`src/rtl/led_pattern_gen.sv`:
```
// Status/heartbeat LED driver: OFF, ON, BLINK, CHASE or PWM BREATHE patterns,
// stepped every cfg_period ticks of a CLK_FREQ/TICK_HZ prescaler.
`timescale 1ns/1ps
module led_pattern_gen #(
  parameter int unsigned LED_NUM  = 4,
  parameter int unsigned CLK_FREQ = 50_000_000,
  parameter int unsigned TICK_HZ  = 1000,
  parameter int unsigned PWM_BITS = 8
) (
  input  logic               sys_clk,
  input  logic               sys_rst_n,
  input  logic               cfg_valid,
  output logic               cfg_ready,
  input  logic [2:0]         cfg_mode,
  input  logic [15:0]        cfg_period,
  output logic [LED_NUM-1:0] led_out
);

  localparam int unsigned DIV_RAW = CLK_FREQ / TICK_HZ;
  localparam int unsigned DIV     = (DIV_RAW < 1) ? 1 : DIV_RAW;
  localparam int unsigned PRE_W   = (DIV > 1) ? $clog2(DIV) : 1;
  localparam int unsigned CNT_W   = 16;
  localparam logic [PRE_W-1:0]    PRE_LAST = PRE_W'(DIV - 1);
  localparam logic [PWM_BITS-1:0] DUTY_MAX = '1;

  typedef enum logic [2:0] {
    MODE_OFF     = 3'd0,
    MODE_ON      = 3'd1,
    MODE_BLINK   = 3'd2,
    MODE_CHASE   = 3'd3,
    MODE_BREATHE = 3'd4
  } mode_e;

  // Codes 5-7 collapse to OFF at acceptance so the active mode is always legal.
  function automatic mode_e decode_mode(input logic [2:0] m);
    case (m)
      3'd1:    return MODE_ON;
      3'd2:    return MODE_BLINK;
      3'd3:    return MODE_CHASE;
      3'd4:    return MODE_BREATHE;
      default: return MODE_OFF;
    endcase
  endfunction

  logic [PRE_W-1:0]    pre_q, pre_d;
  logic [CNT_W-1:0]    cnt_q, cnt_d;
  mode_e               mode_q, mode_d;
  logic [CNT_W-1:0]    period_q, period_d;
  mode_e               pend_mode_q, pend_mode_d;
  logic [CNT_W-1:0]    pend_period_q, pend_period_d;
  logic                pend_q, pend_d;
  logic                cfg_ready_q, cfg_ready_d;
  logic [LED_NUM-1:0]  led_q, led_d;
  logic [PWM_BITS-1:0] duty_q, duty_d;
  logic                dir_up_q, dir_up_d;
  logic [PWM_BITS-1:0] pwm_q, pwm_d;

  logic tick;
  logic step_evt;
  logic accept;
  logic pattern_mode;
  logic apply;

  assign tick         = (pre_q == PRE_LAST);
  assign step_evt     = tick && (cnt_q == period_q - 16'd1);
  assign accept       = cfg_valid && cfg_ready_q;
  assign pattern_mode = (mode_q == MODE_BLINK) || (mode_q == MODE_CHASE) ||
                        (mode_q == MODE_BREATHE);
  // Running patterns finish their current step before a new config lands.
  assign apply        = pend_q && (pattern_mode ? step_evt : tick);

  always_ff @(posedge sys_clk or negedge sys_rst_n) begin
    if (!sys_rst_n) begin
      pre_q         <= '0;
      cnt_q         <= '0;
      mode_q        <= MODE_OFF;
      period_q      <= 16'd1;
      pend_mode_q   <= MODE_OFF;
      pend_period_q <= 16'd1;
      pend_q        <= 1'b0;
      cfg_ready_q   <= 1'b1;
      led_q         <= '0;
      duty_q        <= '0;
      dir_up_q      <= 1'b1;
      pwm_q         <= '0;
    end else begin
      pre_q         <= pre_d;
      cnt_q         <= cnt_d;
      mode_q        <= mode_d;
      period_q      <= period_d;
      pend_mode_q   <= pend_mode_d;
      pend_period_q <= pend_period_d;
      pend_q        <= pend_d;
      cfg_ready_q   <= cfg_ready_d;
      led_q         <= led_d;
      duty_q        <= duty_d;
      dir_up_q      <= dir_up_d;
      pwm_q         <= pwm_d;
    end
  end

  always_comb begin
    pre_d         = tick ? '0 : pre_q + PRE_W'(1);
    cnt_d         = cnt_q;
    mode_d        = mode_q;
    period_d      = period_q;
    pend_mode_d   = pend_mode_q;
    pend_period_d = pend_period_q;
    pend_d        = pend_q;
    cfg_ready_d   = cfg_ready_q;
    led_d         = led_q;
    duty_d        = duty_q;
    dir_up_d      = dir_up_q;
    pwm_d         = pwm_q + PWM_BITS'(1);

    if (tick) begin
      cnt_d = step_evt ? '0 : cnt_q + 16'd1;
    end

    if (accept) begin
      pend_mode_d   = decode_mode(cfg_mode);
      pend_period_d = (cfg_period == 16'd0) ? 16'd1 : cfg_period;
      pend_d        = 1'b1;
      cfg_ready_d   = 1'b0;
    end

    case (mode_q)
      MODE_ON:    led_d = '1;
      MODE_BLINK: if (step_evt) led_d = ~led_q;
      MODE_CHASE: if (step_evt) led_d = (led_q << 1) | (led_q >> (LED_NUM - 1));
      MODE_BREATHE: begin
        led_d = {LED_NUM{pwm_q < duty_q}};
        // Triangle sweep: each end value is held for exactly one step.
        if (step_evt) begin
          if (dir_up_q) begin
            if (duty_q == DUTY_MAX) begin
              dir_up_d = 1'b0;
              duty_d   = duty_q - PWM_BITS'(1);
            end else begin
              duty_d   = duty_q + PWM_BITS'(1);
            end
          end else begin
            if (duty_q == '0) begin
              dir_up_d = 1'b1;
              duty_d   = duty_q + PWM_BITS'(1);
            end else begin
              duty_d   = duty_q - PWM_BITS'(1);
            end
          end
        end
      end
      default:    led_d = '0;
    endcase

    if (apply) begin
      mode_d      = pend_mode_q;
      period_d    = pend_period_q;
      cnt_d       = '0;
      pend_d      = 1'b0;
      cfg_ready_d = 1'b1;
      case (pend_mode_q)
        MODE_ON, MODE_BLINK: led_d = '1;
        MODE_CHASE:          led_d = LED_NUM'(1);
        MODE_BREATHE: begin
          led_d    = '0;
          duty_d   = '0;
          dir_up_d = 1'b1;
        end
        default:             led_d = '0;
      endcase
    end
  end

  assign cfg_ready = cfg_ready_q;
  assign led_out   = led_q;

endmodule
```
`config.mk`:
```
export PLATFORM = sky130hd
export DESIGN_NAME = led_pattern_gen
export DESIGN_NICKNAME = d
export VERILOG_FILES = /design/src/rtl/led_pattern_gen.sv
export SDC_FILE = /design/constraint.sdc
export NUM_CORES = 1
export LEC_CHECK = 0
export ABC_AREA = 1
export BUFFER_PORTS_ARGS = -buffer_cell sky130_fd_sc_hd__buf_2
export CORE_UTILIZATION = 40
export DETAILED_ROUTE_END_ITERATION = 10
export MAX_ROUTING_LAYER = met4
export PLACE_DENSITY_LB_ADDON = 0.2
export SLEW_MARGIN = 40
export SYNTH_ARGS = -nofsm -noshare
export SYNTH_HDL_FRONTEND = slang
export SYNTH_SLANG_ARGS = --single-unit
```
`constraint.sdc`:
```
create_clock -name sys_clk -period 2.25 [get_ports sys_clk]
set_input_delay 0.1125 -clock sys_clk [delete_from_list [all_inputs] [get_ports sys_clk]]
set_output_delay 0.1125 -clock sys_clk [all_outputs]
set_load 0.05 [all_outputs]
```
* Word level (Yosys, flattened, before mapping)
Index checks and enable logic that the tools add are counted.
** Word-level totals
- Register bits :: 93
- Bits of input ports :: 22
** Operators by class
- Add/sub/neg operators :: 6
- Magnitude comparators :: 1
- Equality and inequality tests :: 17
- Mux-type cells :: 30
- Bitwise operators :: 2
- Reduce and logical (&&, ||, !) cells :: 11
** Operators by type and width (count)
- $mux 16 :: 5
- $mux 8 :: 7
- $add 16x1->16 const B :: 2
- $eq 3x2->1 const B :: 6
- $add 8x1->8 const B :: 2
- $eq 16x16->1 :: 1
- $eq 16x16->1 const B :: 1
- $logic_not 16->1 :: 1
- $pmux 4 s4 :: 1
- $sub 16x1->16 const B :: 1
- $mux 1 :: 12
- $mux 4 :: 3
- $pmux 3 s4 :: 1
- $eq 3x1->1 const B :: 3
- $eq 3x3->1 const B :: 3
- $eq 8x8->1 const B :: 1
- $logic_not 8->1 :: 1
- $lt 8x8->1 :: 1
- $pmux 4 s2 :: 1
- $sub 8x1->8 const B :: 1
- $ne 3x3->1 const B :: 2
- $not 4->4 :: 1
- $or 4x1->4 :: 1
- $reduce_bool 2->1 :: 2
- other kinds (4) :: 7

* Depth between registers and ports, before layout
- Word-level depth :: 7
- Mapped depth :: 18

* Worst setup path before layout
OpenSTA, ideal clock, no wires.
- Path type :: reg-to-reg
- From :: register period_q[0]
- To :: register cnt_q[5]
- Setup time :: 120 ps
- Arrival :: 2034 ps
- Path slack :: 96 ps
- Cell stages (with the launch flop) :: 15
- Period minus slack after synthesis :: 2154 ps
- Cells stage by stage :: dfstp_2 inv_1 ha_1 xnor2_1 nor2_1 nand2_1 nor2_1 nand2_1 nor3_4 nand2_2 nand2_4 nand2_4 nand2_2 buf_4 nor2_1
** Between the ends
- Word-level cells in the longest chain between the ends :: 6
- Elaborated cells on any way between the ends :: 9
- Those cells by class :: add/sub: 1; eq/ne: 1; mux: 4; reduce/logical: 3
** RTL lines
- start: declaration :: line 48 : logic [CNT_W-1:0] period_q, period_d;
- start signal: assignment :: line 90 : period_q <= period_d;
- $sub 16x1->16 (*) :: line 65 : assign step_evt = tick && (cnt_q == period_q - 16'd1);
- $eq 16x16->1 (*) :: line 65
- $logic_and 1x1->1 (*) :: line 65
- $mux 16 / $mux 1 (equally long branches) :: line 117, 70
- $mux 16 / $logic_and 1x1->1 (equally long branches) :: line 116, 70
- $mux 16 / $reduce_bool 2->1 (equally long branches)
- end signal: assignment :: line 88 : cnt_q <= cnt_d;
- end: declaration :: line 46 : logic [CNT_W-1:0] cnt_q, cnt_d;
Every way passes the cells marked *; elsewhere a longest branch is shown, timed or not. The select of a mux whose other input is x is not followed.
A chain may end at the register's enable or synchronous reset.

* Worst setup path after layout
- From :: register period_q[0]
- To :: register led_q[3], in the netlist led_out[3]
** Between the ends
- Word-level cells in the longest chain between the ends :: 7
- Elaborated cells on any way between the ends :: 9
- Those cells by class :: add/sub: 1; eq/ne: 3; mux: 2; reduce/logical: 3
** RTL lines
- $sub 16x1->16 (*) :: line 65
- $eq 16x16->1 (*) :: line 65
- $logic_and 1x1->1 (*) :: line 65
- $mux 1 :: line 70 : assign apply = pend_q && (pattern_mode ? step_evt : tick);
- $logic_and 1x1->1 :: line 70
- $ne 3x3->1 (no line)
- $reduce_and 2->1 (no line)
- end signal: assignment :: line 95 : led_q <= led_d;
- end: declaration :: line 53 : logic [LED_NUM-1:0] led_q, led_d;
Every way passes the cells marked *; elsewhere a longest branch is shown, timed or not.

==> impl_metrics.json <==
{
  "status": "completed",
  "synth_edf_count": 0,
  "drive_gt1_frac": 0.158,
  "place_area_um2": 5710,
  "wl_um": 11500,
  "cts_buffer_depth": 2,
  "place_inst": 896,
  "antenna_found_initial": 0,
  "synth_seq_cells": 93,
  "grt-ovfl-total": 0,
  "nets": 796,
  "grt_pass1_vias": 4304,
  "crit_arrival_ns": 2.47,
  "p_leak_nw": 3.32,
  "final_cells": 937,
  "worstPathCellList": "inv_2 > ha_4 > xnor2_2 > nor2_1 > nand2_1 > nor2_2 > nand2_2 > nor3_4 > nand2_2 > nand2_4 > nand2_8 > buf_6 > nand2_2 > nand2_1 > nand2_1 > nand2_1",
  "stdcell_area_um2": 6410,
  "start_kind": "flop",
  "post-place-ws_ns": -0.124,
  "hpwl_um": 8450,
  "die_h_um": 116,
  "netlist_instances": 688,
  "synth_cell_type_count": 42,
  "synth-async-reset-ratio": 1.00,
  "cts_buffers": 9,
  "fmax_mhz": 448,
  "drc": 0,
  "avgSynthCellArea_um2": 7.62,
  "min_period_ns": 2.23,
  "hp-class": "primary input to flop",
  "io_buffer_count": 26,
  "antenna_left": 0,
  "skew_ns": 0.00859,
  "htreeDepth": 3,
  "critPathKind": "flop to flop",
  "initial_utilization": 0.412,
  "cts_tree": "done",
  "worst_slack_ns": 0.0198,
  "hold_viol": 0,
  "rows": 41,
  "required_ns": 2.49,
  "post_drt_via_cell_ratio": 4.84,
  "ios": 27,
  "final_common_cell": "nand2_1",
  "fin_crit_sh": 0.991,
  "synth_ff_type": "dfrtp_1",
  "clk_pin_slew_worst_paths_ns": 0.06,
  "cap_violations": 0,
  "antenna_cells": 0,
  "via_count": 4537,
  "finalWeightedCongestion": 0.881,
  "tightest_slew_ns": 0.529,
  "max_stage_delay_ns": 0.53,
  "track_usage": 0.193,
  "wl_per_cell_um": 12.3,
  "syn2layout_area_growth_pct": 22.3,
  "synth_area_um2": 5240,
  "dieArea_um2": 13600,
  "relSlewSlack": 0.647,
  "fin_setup_tns_ns": 0,
  "cellPowerDensity_nw_per_um2": 539,
  "ir_worst_vdd_mv": 0.343,
  "cts_sinks": 93,
  "drt_first_pass_iters": 4,
  "grt_pass1_wl_um": 19700,
  "final_util": 0.504,
  "die_width_um": 116,
  "synthesis.nets": 724,
  "crit_path_end_kind": "flop",
  "setup_viol": 0,
  "holdWs_ns": 0.0356,
  "drtIter0Drc": 252,
  "cts_root_buf": "clkbuf_16",
  "finalMaxSlewViolations": 0,
  "grt_max_degree": 55,
  "cpMaxStageDelayCell": "dfstp_2",
  "mostFrequentLayoutCells": "nand2_1 (199), dfrtp_1 (89), inv_1 (77)",
  "coreArea_um2": 12700,
  "p_total_mw": 3.45,
  "path_max_fanout": 8,
  "insertion_delay_ns": 0.35,
  "ys_seq_area_frac": 0.445,
  "crit_path_frequent_cell": "nand2_1",
  "ys_warn_count": 0,
  "rsz0062_at_grt": "true"
}
==> flip-flops by register name, summed over array words and instances, names as in the netlist <==
signal and cells:
cfg_ready 1, mode_q 3, cnt_q 16, period_q 16, pend_period_q 16, pend_q 1
duty_q 8, pwm_q 8, pend_mode_q 3, pre_q 16, dir_up_q 1, led_out 4
==> Yosys cell counts, types with 5 or more instances <==
cell type  instances  area [um2]
nor3_1            13        65.1
nand2_1          210         788
nor2_1            65         244
nand2_2            5        31.3
nand4_1           17         106
nand3b_1           5        37.5
ha_1              14         175
a21oi_1           22         110
nor4_1             6        37.5
inv_1             79         297
xnor2_1           12         105
xor2_1            19         166
o21ai_0           30         150
nand3_1           44         220
o21ai_1            7        35.0
dfrtp_1           89        2230
==> kinds of logic (layout without fill, tap and decap cells) <==
kind of cell | count (synthesis) | in the layout | synth area share
AO/OA/AOI/OAI | 71 | 71 | 0.0728
XOR/XNOR | 31 | 31 | 0.0518
adder cells (fa/ha/maj) | 14 | 14 | 0.0334
buffers and inverters | 95 | 172 | 0.0740
flip-flops | 93 | 93 | 0.445
AND/OR/NAND/NOR | 384 | 384 | 0.323
==> path summary, 6_finish.rpt <==
| path | to | cells after the start | startpoint | slack, ns |
|---|---|---|---|---|
| max | led_out[3] | 16 | period_q[0] | 0.02 |
| min | pend_mode_q[1] | 3 | cfg_mode[1] | 0.04 |
| max reg2reg | led_out[3] | 16 | period_q[0] | 0.02 |
| min reg2reg | pre_q[0] | 1 | pre_q[0] | 0.46 |
| max in group asynchronous | cfg_ready | 3 | sys_rst_n | 1.24 |
| min in group asynchronous | cnt_q[8] | 2 | sys_rst_n | 0.29 |
==> routing by layer <==
layer	global-route usage	vias to the layer above	part of all wire
li1	-	2358	-
met1	0.253	2107	0.49
met2	0.294	57	0.46
met3	0.0291	15	0.025
met4	0.0880	0	0.019
met5	-	-	0
==> final cells by class <==
type,instances,area (um2)
multi-input combinational,500,2660
clock buffer,13,270
inverter,82,318
fill,1264,6310
timing repair buffer,74,573
tap,172,215
clock inverter,3,42.5
sequential,93,2330
==> report_power, final <==
group	internal (mW)	switching [mW]
logic	0.0589	0.0720
registers	1.71	0.0234
clock network	0.951	0.633
total	2.72	0.729
==> critical path: cells and delay by family, from the launching register on <==
| kind | cells | cell delay (ns) |
|---|---|---|
| and+or+nand+nor | 12 | 1.03 |
| DFF | 1 | 0.53 |
| adders and majority gates | 1 | 0.24 |
| buffers and inverters | 2 | 0.21 |
| xor gates and xnor gates | 1 | 0.12 |
==> what timing repair did <==
action,CTS,global route
resized for setup,20,24
buffers inserted,4,2
endpoints found under the setup margin,49,50
endpoints found under the hold margin,54,0
pin swaps,13,16
hold buffers,19,0
Note: power is estimated with default switching activity, not from simulation.
